File: src/rtl/uart_pkg.sv
// ---------------------------------------------------------------------------
// uart_pkg
// Shared definitions for the UART receive and transmit paths.
//   state_t      : receiver FSM encoding (IDLE, START, DATA, STOP)
//   OVS          : oversampling ticks per bit time
//   MID_START    : tick index that lands in the middle of the start bit
//   DEF_*        : default frame geometry (8 data bits, 1 stop bit)
// ---------------------------------------------------------------------------
package uart_pkg;

  typedef enum logic [1:0] {
    ST_IDLE  = 2'b00,
    ST_START = 2'b01,
    ST_DATA  = 2'b10,
    ST_STOP  = 2'b11
  } state_t;

  localparam int OVS         = 16;
  localparam int MID_START   = 7;

  localparam int DEF_DBIT    = 8;
  localparam int DEF_SB_TICK = 16;
  localparam int DEF_NB_TICK = 5;
  localparam int DEF_NB_BIT  = 3;

endpackage

File: src/rtl/uart_rx_deserializer_if.sv
// ---------------------------------------------------------------------------
// uart_rx_deserializer_if
// Bundles the receiver's data-path signals.
//   i_s_tick       : 16x baud strobe from the shared baud generator
//   i_rx           : raw asynchronous serial line, idle high
//   o_dout         : last good received byte
//   o_rx_done_tick : one-cycle pulse, o_dout is new and valid
//   o_frame_err    : one-cycle pulse, stop bit sampled low
//   o_busy         : receiver is inside a frame
// master drives the line and tick (source / testbench side),
// slave is the receiver itself.
// ---------------------------------------------------------------------------
interface uart_rx_deserializer_if #(
  parameter int DBIT = uart_pkg::DEF_DBIT
);

  logic            i_s_tick;
  logic            i_rx;
  logic [DBIT-1:0] o_dout;
  logic            o_rx_done_tick;
  logic            o_frame_err;
  logic            o_busy;

  modport master (
    output i_s_tick,
    output i_rx,
    input  o_dout,
    input  o_rx_done_tick,
    input  o_frame_err,
    input  o_busy
  );

  modport slave (
    input  i_s_tick,
    input  i_rx,
    output o_dout,
    output o_rx_done_tick,
    output o_frame_err,
    output o_busy
  );

endinterface

File: src/rtl/sync_2ff.sv
// ---------------------------------------------------------------------------
// sync_2ff
// Two-flop synchroniser for a single asynchronous input.
//   clock   : destination clock
//   i_reset : synchronous, active-low reset; both flops load RST_VAL
//   d       : asynchronous input
//   q       : synchronised output, two clocks behind d
// RST_VAL should match the input's idle level so that releasing reset
// does not present a false edge downstream.
// ---------------------------------------------------------------------------
module sync_2ff #(
  parameter logic RST_VAL = 1'b1
) (
  input  logic clock,
  input  logic i_reset,
  input  logic d,
  output logic q
);

  logic meta_reg;
  logic sync_reg;

  always_ff @(posedge clock) begin
    if (!i_reset) begin
      meta_reg <= RST_VAL;
      sync_reg <= RST_VAL;
    end else begin
      meta_reg <= d;
      sync_reg <= meta_reg;
    end
  end

  assign q = sync_reg;

endmodule

File: src/rtl/uart_rx_deserializer.sv
// ---------------------------------------------------------------------------
// uart_rx_deserializer
// UART receiver with 16x oversampling. Recovers DBIT-data-bit frames
// (LSB first) with SB_TICK ticks of stop bit, and emits each good byte
// with a one-cycle done strobe that writes the downstream RX FIFO.
// A stop bit sampled low raises a one-cycle frame-error strobe instead
// and the byte is dropped (o_dout keeps its previous value).
//   clock   : system clock, rising edge
//   i_reset : synchronous, active-low reset
//   rx_bus  : slave side of uart_rx_deserializer_if (tick, line, outputs)
// Constraints: 2**NB_TICK > SB_TICK, 2**NB_BIT >= DBIT.
// ---------------------------------------------------------------------------
module uart_rx_deserializer
  import uart_pkg::*;
#(
  parameter int DBIT    = DEF_DBIT,
  parameter int SB_TICK = DEF_SB_TICK,
  parameter int NB_TICK = DEF_NB_TICK,
  parameter int NB_BIT  = DEF_NB_BIT
) (
  input  logic                  clock,
  input  logic                  i_reset,
  uart_rx_deserializer_if.slave rx_bus
);

  localparam logic [NB_TICK-1:0] TICK_MID  = NB_TICK'(MID_START);
  localparam logic [NB_TICK-1:0] TICK_BIT  = NB_TICK'(OVS - 1);
  localparam logic [NB_TICK-1:0] TICK_STOP = NB_TICK'(SB_TICK - 1);
  localparam logic [NB_BIT-1:0]  BIT_LAST  = NB_BIT'(DBIT - 1);
  localparam logic [NB_TICK-1:0] TICK_ONE  = NB_TICK'(1);
  localparam logic [NB_BIT-1:0]  BIT_ONE   = NB_BIT'(1);

  logic rx_s;

  state_t            state_reg, state_next;
  logic [NB_TICK-1:0] tick_reg, tick_next;
  logic [NB_BIT-1:0]  bit_reg, bit_next;
  logic [DBIT-1:0]    shift_reg, shift_next;
  logic [DBIT-1:0]    dout_reg, dout_next;
  logic               done_reg, done_next;
  logic               ferr_reg, ferr_next;
  logic               busy_reg;

  // Line idles high, so the synchroniser resets to 1 to avoid a fake
  // start bit right after reset release.
  sync_2ff #(
    .RST_VAL (1'b1)
  ) u_sync_rx (
    .clock   (clock),
    .i_reset (i_reset),
    .d       (rx_bus.i_rx),
    .q       (rx_s)
  );

  always_ff @(posedge clock) begin
    if (!i_reset) begin
      state_reg <= ST_IDLE;
      tick_reg  <= '0;
      bit_reg   <= '0;
      shift_reg <= '0;
      dout_reg  <= '0;
      done_reg  <= 1'b0;
      ferr_reg  <= 1'b0;
      busy_reg  <= 1'b0;
    end else begin
      state_reg <= state_next;
      tick_reg  <= tick_next;
      bit_reg   <= bit_next;
      shift_reg <= shift_next;
      dout_reg  <= dout_next;
      done_reg  <= done_next;
      ferr_reg  <= ferr_next;
      // Registered from the next state so busy tracks state_reg exactly.
      busy_reg  <= (state_next != ST_IDLE);
    end
  end

  always_comb begin
    state_next = state_reg;
    tick_next  = tick_reg;
    bit_next   = bit_reg;
    shift_next = shift_reg;
    dout_next  = dout_reg;
    done_next  = 1'b0;
    ferr_next  = 1'b0;

    case (state_reg)
      // Start edge is taken on any clock, not only on a tick, so a frame
      // that follows immediately after a stop bit is never missed.
      ST_IDLE: begin
        if (!rx_s) begin
          state_next = ST_START;
          tick_next  = '0;
        end
      end

      // Re-check the line in the middle of the start bit; a high level
      // there means the falling edge was a glitch.
      ST_START: begin
        if (rx_bus.i_s_tick) begin
          if (tick_reg == TICK_MID) begin
            if (!rx_s) begin
              state_next = ST_DATA;
              tick_next  = '0;
              bit_next   = '0;
            end else begin
              state_next = ST_IDLE;
            end
          end else begin
            tick_next = tick_reg + TICK_ONE;
          end
        end
      end

      // Sampling is aligned to the middle of each bit, a full bit time
      // after the mid-start point. Bits arrive LSB first, so shift right.
      ST_DATA: begin
        if (rx_bus.i_s_tick) begin
          if (tick_reg == TICK_BIT) begin
            tick_next  = '0;
            shift_next = {rx_s, shift_reg[DBIT-1:1]};
            if (bit_reg == BIT_LAST) begin
              state_next = ST_STOP;
            end else begin
              bit_next = bit_reg + BIT_ONE;
            end
          end else begin
            tick_next = tick_reg + TICK_ONE;
          end
        end
      end

      ST_STOP: begin
        if (rx_bus.i_s_tick) begin
          if (tick_reg == TICK_STOP) begin
            state_next = ST_IDLE;
            if (rx_s) begin
              dout_next = shift_reg;
              done_next = 1'b1;
            end else begin
              ferr_next = 1'b1;
            end
          end else begin
            tick_next = tick_reg + TICK_ONE;
          end
        end
      end

      default: begin
        state_next = ST_IDLE;
      end
    endcase
  end

  assign rx_bus.o_dout         = dout_reg;
  assign rx_bus.o_rx_done_tick = done_reg;
  assign rx_bus.o_frame_err    = ferr_reg;
  assign rx_bus.o_busy         = busy_reg;

endmodule
File: src/flat_wrapper.sv
// flat-port wrapper written by rule: the top's interface ports become plain ports
module uart_rx_deserializer_flat import uart_pkg::*;
#(
  parameter int DBIT    = DEF_DBIT,
  parameter int SB_TICK = DEF_SB_TICK,
  parameter int NB_TICK = DEF_NB_TICK,
  parameter int NB_BIT  = DEF_NB_BIT
)
  (clock, i_reset, rx_bus_i_s_tick, rx_bus_i_rx, rx_bus_o_dout, rx_bus_o_rx_done_tick, rx_bus_o_frame_err, rx_bus_o_busy);
  uart_rx_deserializer_if #(.DBIT(DBIT)) rx_bus_i ();
  input  logic clock;
  input  logic i_reset;
  input wire logic [$bits(rx_bus_i.i_s_tick)-1:0] rx_bus_i_s_tick;
  input wire logic [$bits(rx_bus_i.i_rx)-1:0] rx_bus_i_rx;
  output wire logic [$bits(rx_bus_i.o_dout)-1:0] rx_bus_o_dout;
  output wire logic [$bits(rx_bus_i.o_rx_done_tick)-1:0] rx_bus_o_rx_done_tick;
  output wire logic [$bits(rx_bus_i.o_frame_err)-1:0] rx_bus_o_frame_err;
  output wire logic [$bits(rx_bus_i.o_busy)-1:0] rx_bus_o_busy;
  assign rx_bus_i.i_s_tick = rx_bus_i_s_tick;
  assign rx_bus_i.i_rx = rx_bus_i_rx;
  assign rx_bus_o_dout = rx_bus_i.o_dout;
  assign rx_bus_o_rx_done_tick = rx_bus_i.o_rx_done_tick;
  assign rx_bus_o_frame_err = rx_bus_i.o_frame_err;
  assign rx_bus_o_busy = rx_bus_i.o_busy;
  uart_rx_deserializer #(.DBIT(DBIT), .SB_TICK(SB_TICK), .NB_TICK(NB_TICK), .NB_BIT(NB_BIT)) u_core (.clock(clock), .i_reset(i_reset), .rx_bus(rx_bus_i));
endmodule
File: config.mk
export PLATFORM = sky130hd
export DESIGN_NAME = uart_rx_deserializer_flat
export DESIGN_NICKNAME = d
export VERILOG_FILES = /design/src/rtl/uart_pkg.sv /design/src/rtl/uart_rx_deserializer_if.sv /design/src/rtl/sync_2ff.sv /design/src/rtl/uart_rx_deserializer.sv /design/src/flat_wrapper.sv
export SDC_FILE = /design/constraint.sdc
export NUM_CORES = 1
export LEC_CHECK = 0
export ABC_CLOCK_PERIOD_IN_PS = 1800
export BUFFER_PORTS_ARGS = -buffer_cell sky130_fd_sc_hd__buf_2
export CAP_MARGIN = 20
export CORE_MARGIN = 5
export CORE_UTILIZATION = 35
export CTS_BUF_LIST = sky130_fd_sc_hd__clkbuf_4 sky130_fd_sc_hd__clkbuf_8 sky130_fd_sc_hd__clkbuf_16
export DETAILED_ROUTE_END_ITERATION = 10
export GPL_TIMING_DRIVEN = 0
export PLACE_DENSITY = 0.63
export RECOVER_POWER = 100
export SLEW_MARGIN = 20
export SYNTH_ARGS = -nofsm -noshare
export SYNTH_HDL_FRONTEND = slang
export SYNTH_SLANG_ARGS = --single-unit
File: constraint.sdc
create_clock -name clock -period 1.8 [get_ports clock]
set_input_delay 0.18 -clock clock [delete_from_list [all_inputs] [get_ports clock]]
set_output_delay 0.18 -clock clock [all_outputs]
set_load 0.02 [all_outputs]
# Word-level counts from Yosys, hierarchy flattened

Index checks and enable logic that the tools add are counted.
Widths: inputs -> output; s select.

$add $sub $neg: 2
Equal/unequal tests: 14
Multiplexer cells: 27
Reduce and logical (&&, ||, !) cells: 8

Operators with widths:

| cell                | count |
|---|---|
| $mux 5              | 7 |
| $pmux 5 s4          | 1 |
| $mux 2              | 9 |
| $mux 3              | 6 |
| $ne 2x2->1 const B  | 6 |
| $reduce_and 4->1    | 3 |
| $pmux 2 s4          | 1 |
| $reduce_and 7->1    | 1 |
| $pmux 3 s2          | 1 |
| $add 5x1->5 const B | 1 |
| $eq 5x3->1 const B  | 1 |
| $eq 5x4->1 const B  | 1 |
| $eq 2x2->1 const B  | 2 |
| $ne 2x1->1 const B  | 2 |
| $reduce_bool 2->1   | 2 |
| $add 3x1->3 const B | 1 |
| $eq 3x3->1 const B  | 1 |
| $reduce_and 3->1    | 1 |
| $eq 2x1->1 const B  | 1 |
| $logic_not 2->1     | 1 |
| $mux 1              | 2 |

Flip-flop bits (word level): 31
Output and inout port bits: 11
Word-level logic and storage cells: 61

# Longest topological paths before layout

Gate-level depths: netlist of the first run.

Depth in word-level cells: 6
Gate-level depth with buffers: 8
Gate-level depth less buffers: 8

# By module

From an unflattened synthesis of the first run, not the netlist that was laid out.

Cells, all modules: 149
Area total of the unflattened synthesis: 1400.1 µm²

By module, submodules not included:

| module               | instances | cells an instance | area each (µm²) | seq. area each (µm²) |
|---|---|---|---|---|
| uart_rx_deserializer | 1         | 145               | 1347.5          | 580.6 |
| sync_2ff             | 1         | 4                 | 52.6            | 40.0 |

# Worst setup path before layout of the first run

No wires, ideal clock.

Kind: reg2reg
Start: register u_core.tick_reg[0]
End: register u_core.dout_reg[0], in the netlist u_core.rx_bus.o_dout[0]
Library setup time: 0.128 ns
Data arrival time: 1.699 ns
Data required time: 1.672 ns
Slack: -0.027 ns
Cell stages (with the launch flop): 9
Cells stage by stage: dfxtp_1 ha_1 and3_1 ha_1 nand2_1 or3_1 buf_6 mux2i_1 nor2_1

Longest elaborated chain between the ends: 2

RTL lines:

| item                       | RTL line                    | RTL |
|---|---|---|
| from (decl)                | uart_rx_deserializer.sv:36  | `logic [NB_TICK-1:0] tick_reg, tick_next;` |
| from (signal assigned)     | uart_rx_deserializer.sv:67  | `tick_reg <= tick_next;` |
| $eq 5x4->1                 | uart_rx_deserializer.sv:135 | `if (tick_reg == TICK_STOP) begin` |
| $reduce_and 4->1 (no line) | -                           |  |
| to (signal assigned)       | uart_rx_deserializer.sv:70  | `dout_reg <= dout_next;` |
| to (decl)                  | uart_rx_deserializer.sv:39  | `logic [DBIT-1:0] dout_reg, dout_next;` |

Every way passes these cells.
A chain may end at the register's enable or synchronous reset.

# Worst setup path in the final report of the first run

Start: register u_core.tick_reg[1]
End: register u_core.dout_reg[2], in the netlist u_core.rx_bus.o_dout[2]

The elaborated chain is that of the path after synthesis.

==> metrics.md, run 1 <==
| Metric | Value |
|---|---|
| VDD IR-drop max | 0.383 mV |
| Total number of vias | between 1000 and 1500 |
| Initial antenna violation count | 0 |
| Gate Count Post-Synth | 152 |
| Status | finished, final reports clean |
| DIE HEIGHT | 72.1 um |
| Clock period minus worst slack | 1.79 ns |
| Slowest CP cell | dfxtp_4 |
| TritonRoute pass-1 iters | 4 |
| Finished Cell Area | 1660 um2 |
| Total clock sinks | 31 |
| Initial DRC Count | 50 |
| # rows | 22 |
| Number of global-route vias before repair | 1098 |
| Kind of critical path | reg2reg |
| Worst Path Max Fanout | 5 |
| HPWL after DPL | 1930 um |
| Routed Antenna Nets | 0 |
| Remaining Overflow, GRT | 0 |
| Cell Area, Synth | around 1300 um2 |
| Number of library cell types mapped by synthesis | 32 |
| Drt drc | 0 |
| PwrDens | approximately 770 nW/um2 |
| Worst-Margin Slew | roughly 0.50 ns |
| CP arrival | 1.94 ns |
| Post-synthesis async set-or-reset flop share | 0% |
| Synth warnings | 0 |
| Filler cells | approximately 370 |
| RSZ-0062 raised after global routing | true |
| Clk_lat worst skew | 0.28 ns |
| Placed cell areas | about 1500 um2 |
| Top_reg_cell synth | dfxtp_1 |
| Static Leak | 0.709 nW |
| I/O pins | 15 |
| Fraction of layout cells with a size suffix above 1 | 17.9% |
| Syn_nets | ~160 |
| Initial Util | 36.6% |
| Min-Delay Path Class | in2reg |
| Cts bufs inserted | 5 |
| Final hold slack | between 0.08 and 0.09 ns |
| Finished Layout Cells | 227 |
| Syn_area_per_cell | 8.87 um2 |
| Multi-input gate area | 707 um2 |
| First-pass GRT wire length | roughly 4800 um |
| Setup tns final | 0 ns |
| Worst slew margin | 66.5% |
| Placer Congestion | 0.818 |
| Worst Skew | 0.00519 ns |
| Worst slack at placement | -0.171 ns |
| Largest net degree at the start of global routing | 11 |
| Global-route usage over all layers | 12.1% |
| Register Area | 626 um2 |
| H-tree depth | 2 |
| Die W | between 70 and 80 um |
| Crit path capture type | flip-flop |
| Crit path cell chain | ha_4, and3_4, ha_4, nand2_4, or3_4, buf_4, mux2i_1, nor2_1 |
| TritonCTS clock tree | built |
| Final setup vio count | 0 |
| Final core occ | approximately 45% |
| Final hold violations | 0 |
| Area growth syn-to-layout | 22.9% |
| Max Cap Viol | 0 |
| Die area | 5200 um2 |
| Worst-case clock buffer depth | 2 |
| Max-slew violation count | 0 |
| Core area | 3690 um2 |
| Post-synth EDFFs | 0 |
| Sequential element share of the synthesized area | 46.0% |
| # diodes | 0 |
| DP Cell Count | ~210 |
| Maximum clock rate | roughly 0.56 GHz |
| DR WL/cell | 12.4 um |
| CTS Root Cell | clkbuf_8 |
| Tcrit/Tclk final | slightly below 100% |
| Crit start category | flip-flop |
| Worst Setup Slack, final | 0.0132 ns |
| Vias per cell | between 4 and 5 |
| Tot Pwr | roughly 1.3 mW |
| Critical path's most frequent cell | ha_4 |
| Port bufs | 14 |
| Largest stage delay on the critical path | 0.36 ns |
| Synth Register Bits | 31 |
| Clk slew on worst S/H paths | about 0.060 ns |
| Req. time, crit path | just under 2 ns |
| Nets | around 190 |
| WL final | 2830 um |
==> what timing repair did <==
action / CTS / global route
setup buffers: 3 / 2
hold buffers: 0 / 0
resized for setup: 11 / 3
pin swaps: 1 / 0
endpoints found under the setup margin: 12 / 13
cloned: 1 / 0
==> synthesized netlist by cell type, types with 2 or more instances <==
master	count	area [um2]
nand3_1	7	35.0
mux2i_1	12	120
nor2_1	14	52.6
nand2_1	23	86.3
nand2b_1	3	18.8
clkbuf_1	4	15.0
buf_6	2	22.5
o211ai_1	2	15.0
o21ai_0	7	35.0
o21bai_1	2	15.0
ha_1	6	75.1
a21oi_1	12	60.1
nor2b_1	2	12.5
inv_1	8	30.0
dfxtp_1	31	621
==> logic make-up after synthesis <==
group                      share of synthesized area, %
and+or+nand+nor                                    21.1
muxes                                              8.91
DFF                                                46.0
buffers and inverters                              5.57
adders and majority gates                          5.57
AOI/OAI and AO/OA                                  12.9
==> routing by layer <==
| metal | GRT usage (%) | vias to the layer above | wire length, um |
|---|---|---|---|
| met3 | 5.54 | 7 | 172 |
| met2 | 20.1 | 25 | 1340 |
| met4 | 5.43 | 0 | 63 |
| li1 | - | 570 | - |
| met1 | 13.0 | 530 | 1250 |
| met5 | 0 | - | 0 |
==> worst max-delay path, delay by kind of cell (launching register included) <==
kind,cells,cell delay (ns)
simple gates,4,0.66
mux,1,0.14
buf+inv,1,0.17
flops,1,0.36
fa+ha+maj,2,0.32
==> cell type report <==
type	instances	share of cell area, %
repair buffers	20	6.19
plain buffers	7	2.72
inverters	8	1.81
clock buffers	6	4.98
multi-input cells	106	42.6
well taps	48	3.62
clock inverters	1	0.302
flip-flops and latches	31	37.7
==> layout by cell type, fill, tap and decap left out, types with 2 or more instances in the layout <==
cell / synthesis / final
clkbuf_1: 4 / 14
a21oi_1: 12 / 12
nand3_1: 7 / 7
nand2b_1: 3 / 3
ha_4: 0 / 2
o21ai_0: 7 / 6
buf_6: 2 / 2
mux2i_1: 12 / 12
ha_1: 6 / 4
o21bai_1: 2 / 2
nor2b_1: 2 / 2
dfxtp_1: 31 / 29
inv_1: 8 / 8
buf_4: 1 / 7
buf_2: 0 / 4
nand2_1: 23 / 22
nor2_1: 14 / 13
o211ai_1: 2 / 2
clkbuf_8: 0 / 6
==> where the power goes <==
part | total [mW] | internal (mW) | switching [mW]
Sequential | 0.693 | 0.690 | 0.00308
Clock | 0.539 | 0.299 | 0.240
Combinational | 0.0498 | 0.0176 | 0.0322
Total | 1.28 | 1.01 | 0.275
==> worst paths after layout <==
kind	endpoint	startpoint	depth (start not counted)	slack (ns)
setup / recovery	u_core.rx_bus.o_dout[2]$_SDFFE_PN0P_	u_core.tick_reg[1]$_SDFFE_PN0P_	8	0.01
hold / removal	u_core.u_sync_rx.meta_reg$_SDFF_PN1_	rx_bus_i_rx	2	0.08
setup reg to reg	u_core.rx_bus.o_dout[2]$_SDFFE_PN0P_	u_core.tick_reg[1]$_SDFFE_PN0P_	8	0.01
hold reg to reg	u_core.u_sync_rx.q$_SDFF_PN1_	u_core.u_sync_rx.meta_reg$_SDFF_PN1_	1	0.41
(Power assumes the default switching activity.)
==> run 2: changes to the inputs <==
--- a/config.mk
+++ b/config.mk
@@ -13,7 +13,7 @@
 export CTS_BUF_LIST = sky130_fd_sc_hd__clkbuf_4 sky130_fd_sc_hd__clkbuf_8 sky130_fd_sc_hd__clkbuf_16
 export DETAILED_ROUTE_END_ITERATION = 10
 export GPL_TIMING_DRIVEN = 0
-export PLACE_DENSITY = 0.63
+export PLACE_DENSITY = 0.62
 export RECOVER_POWER = 100
 export SLEW_MARGIN = 20
 export SYNTH_ARGS = -nofsm -noshare
==> metrics.md, run 2 (synthesis results as in run 1) <==
| Metric | Value |
|---|---|
| Status | finished, final reports clean (unchanged) |
| Fraction of layout cells with a size suffix above 1 | 19.3% (was 17.9%) |
| Core area | 3690 um2 (unchanged) |
| Final core occ | 45.8% (was 44.9%) |
| Most frequent cells in the layout | dfxtp_1, nand2_1, clkbuf_1 (unchanged) |
| Cts hold-fix bufs | 0 (unchanged) |
| Hold path depth | 2 (unchanged) |
| P_int | 1.05 mW (was 1.01 mW) |
| Crit path capture type | flip-flop (unchanged) |
| Cts bufs inserted | 5 (unchanged) |
| VDD IR-drop max | 0.555 mV (was 0.383 mV) |
| Global-route usage over all layers | 12.0% (was 12.1%) |
| TritonRoute pass-1 iters | 4 (unchanged) |
| Tcrit/Tclk final | 99.8% (was 99.3%) |
| CP arrival | 1.95 ns (was 1.94 ns) |
| # rows | 22 (unchanged) |
| Sw power | 0.287 mW (was 0.275 mW) |
| Crit path cell chain | ha_4, and3_4, ha_4, nand2_4, or3_4, buf_8, mux2i_2, nor2_1 (was ha_4, and3_4, ha_4, nand2_4, or3_4, buf_4, mux2i_1, nor2_1) |
| Die W | 72.1 um (unchanged) |
| HPWL after DPL | 1900 um (was 1930 um) |
| Placer Congestion | 0.809 (was 0.818) |
| Register share of total power | 51.6% (was 54.1%) |
| Routed Antenna Nets | 0 (unchanged) |
| Tot Pwr | 1.34 mW (was 1.28 mW) |
| Worst Path Max Fanout | 5 (unchanged) |
| Met2 Usage GRT | 18.9% (was 20.1%) |
| Combinational share of power | 3.6% (was 3.9%) |
| Max-slew violation count | 0 (unchanged) |
| Static Leak | 0.711 nW (was 0.709 nW) |
| Maximum clock rate | 0.557 GHz (was 0.560 GHz) |
| Initial antenna violation count | 0 (unchanged) |
| Drt drc | 0 (unchanged) |
| Worst slack at placement | -0.157 ns (was -0.171 ns) |
| Critical path's most frequent cell | ha_4 (unchanged) |
| Final setup vio count | 0 (unchanged) |
| Finished Layout Cells | 229 (was 227) |
| DR WL/cell | 12.1 um (was 12.4 um) |
| WP buf/inv | 1 (unchanged) |
| Req. time, crit path | 1.95 ns (about the same) |
| Worst-Margin Slew | 0.487 ns (was 0.503 ns) |
| R2r worst-path depth | 8 (unchanged) |
| Slowest CP cell | dfxtp_4 (unchanged) |
| Worst slew margin | 67.5% (was 66.5%) |
| Filler cells | 364 (was 373) |
| Port bufs | 14 (unchanged) |
| DP Cell Count | 214 (unchanged) |
| Min-Delay Path Class | in2reg (unchanged) |
| I/O pins | 15 (unchanged) |
| Total clock sinks | 31 (unchanged) |
| Initial DRC Count | 67 (was 50) |
| Setup tns final | 0 ns (unchanged) |
| Number of global-route vias before repair | 1077 (was 1098) |
| GR Util met1 | 13.0% (unchanged) |
| Max Cap Viol | 0 (unchanged) |
| Clk slew on worst S/H paths | 0.06 ns (about the same) |
| # diodes | 0 (unchanged) |
| Grt met3 use | 6.09% (was 5.54%) |
| Largest net degree at the start of global routing | 11 (unchanged) |
| Die area | 5200 um2 (unchanged) |
| WL final | 2760 um (was 2830 um) |
| Vias per cell | 4.91 (was 4.99) |
| Most used routing layer | met2 (unchanged) |
| TritonCTS clock tree | built (unchanged) |
| Switch share | 21.4% (about the same) |
| Clock Power Share | 44.7% (was 42.0%) |
| Most common cell after layout, fill and taps aside | dfxtp_1 (unchanged) |
| CTS Root Cell | clkbuf_8 (unchanged) |
| R2r setup slk | 0.004 ns (was 0.01 ns) |
| Crit start category | flip-flop (unchanged) |
| Crit path max-delay family | simple AND/OR/NAND/NOR gates (unchanged) |
| First-pass GRT wire length | 4720 um (was 4820 um) |
| Worst Skew | 0.00769 ns (was 0.00519 ns) |
| Critical Path Stages | 8 (unchanged) |
| PwrDens | 794 nW/um2 (was 773 nW/um2) |
| Clock period minus worst slack | 1.80 ns (was 1.79 ns) |
| Worst Setup Slack, final | 0.00401 ns (was 0.0132 ns) |
| DIE HEIGHT | 72.1 um (unchanged) |
| Worst-case clock buffer depth | 2 (unchanged) |
| Area growth syn-to-layout | 25.2% (was 22.9%) |
| Largest stage delay on the critical path | 0.36 ns (about the same) |
| Clk_lat worst skew | 0.28 ns (about the same) |
| Final hold violations | 0 (unchanged) |
| Nets | 190 (was 189) |
| Initial Util | 36.6% (unchanged) |
| Kind of critical path | reg2reg (unchanged) |
| Total number of vias | 1125 (was 1132) |
| H-tree depth | 2 (unchanged) |
| Register Area | 628 um2 (was 626 um2) |
| Remaining Overflow, GRT | 0 (unchanged) |
| RSZ-0062 raised after global routing | true (unchanged) |
| Multi-input gate area | 712 um2 (was 707 um2) |
-- run 2: timing repair --
action,4_1_cts,5_1_grt
resized for setup,9,6
buffers inserted,4,2
gates cloned,1,0
setup endpoints to repair,13,10
pin swaps,1,0
-- run 2: layer usage --
layer	wire length, um	vias up	part of all wire [%]
li1	-	574	-
met1	1200	518	43
met2	1320	31	48
met3	220	2	8.0
met4	25	0	0.91
met5	0	-	0
-- run 2: worst reg2reg max path, stage by stage (launching register included) --
cell     delay (ns)
dfxtp_4        0.36
ha_4           0.14
and3_4         0.20
ha_4           0.18
nand2_4        0.06
or3_4          0.35
buf_8          0.15
mux2i_2        0.17
nor2_1         0.06
-- run 2: power by group through the flow --
stage | clock [mW] | combinational, mW | sequential (mW)
after global routing | 0.667 | 0.0556 | 0.692
final | 0.600 | 0.0489 | 0.692
after floorplan | 0 | 0.0292 | 0.711
after global placement | 0 | 0.0454 | 0.710
after CTS | 0.618 | 0.0498 | 0.692
after detailed placement | 0 | 0.0464 | 0.710
-- run 2: area by class of cell --
type / instances / area share, %
tap: 48 / 3.56
multi-input combinational: 106 / 42.1
sequential: 31 / 37.2
timing repair buffer: 21 / 6.30
inverter: 8 / 1.78
clock inverter: 1 / 0.444
buffer: 7 / 2.89
clock buffer: 7 / 5.70
-- run 2: path summary, 6_finish.rpt --
kind | from | to
worst max-delay path | u_core.tick_reg[1]$_SDFFE_PN0P_ | u_core.rx_bus.o_dout[2]$_SDFFE_PN0P_
worst min-delay path | rx_bus_i_rx | u_core.u_sync_rx.meta_reg$_SDFF_PN1_
worst max register to register | u_core.tick_reg[1]$_SDFFE_PN0P_ | u_core.rx_bus.o_dout[2]$_SDFFE_PN0P_
worst min register to register | u_core.u_sync_rx.meta_reg$_SDFF_PN1_ | u_core.u_sync_rx.q$_SDFF_PN1_
-- run 2: per-stage QoR --
step | cell area (um2) | hold WS, ns
6_report | 1690 | 0.0806
5_1_grt | 1690 | 0.0807
4_1_cts | 1670 | 0.0706
3_5_place_dp | 1490 | 0.371
3_3_place_gp | 1490 | 0.363
2_1_floorplan | 1360 | 0.253
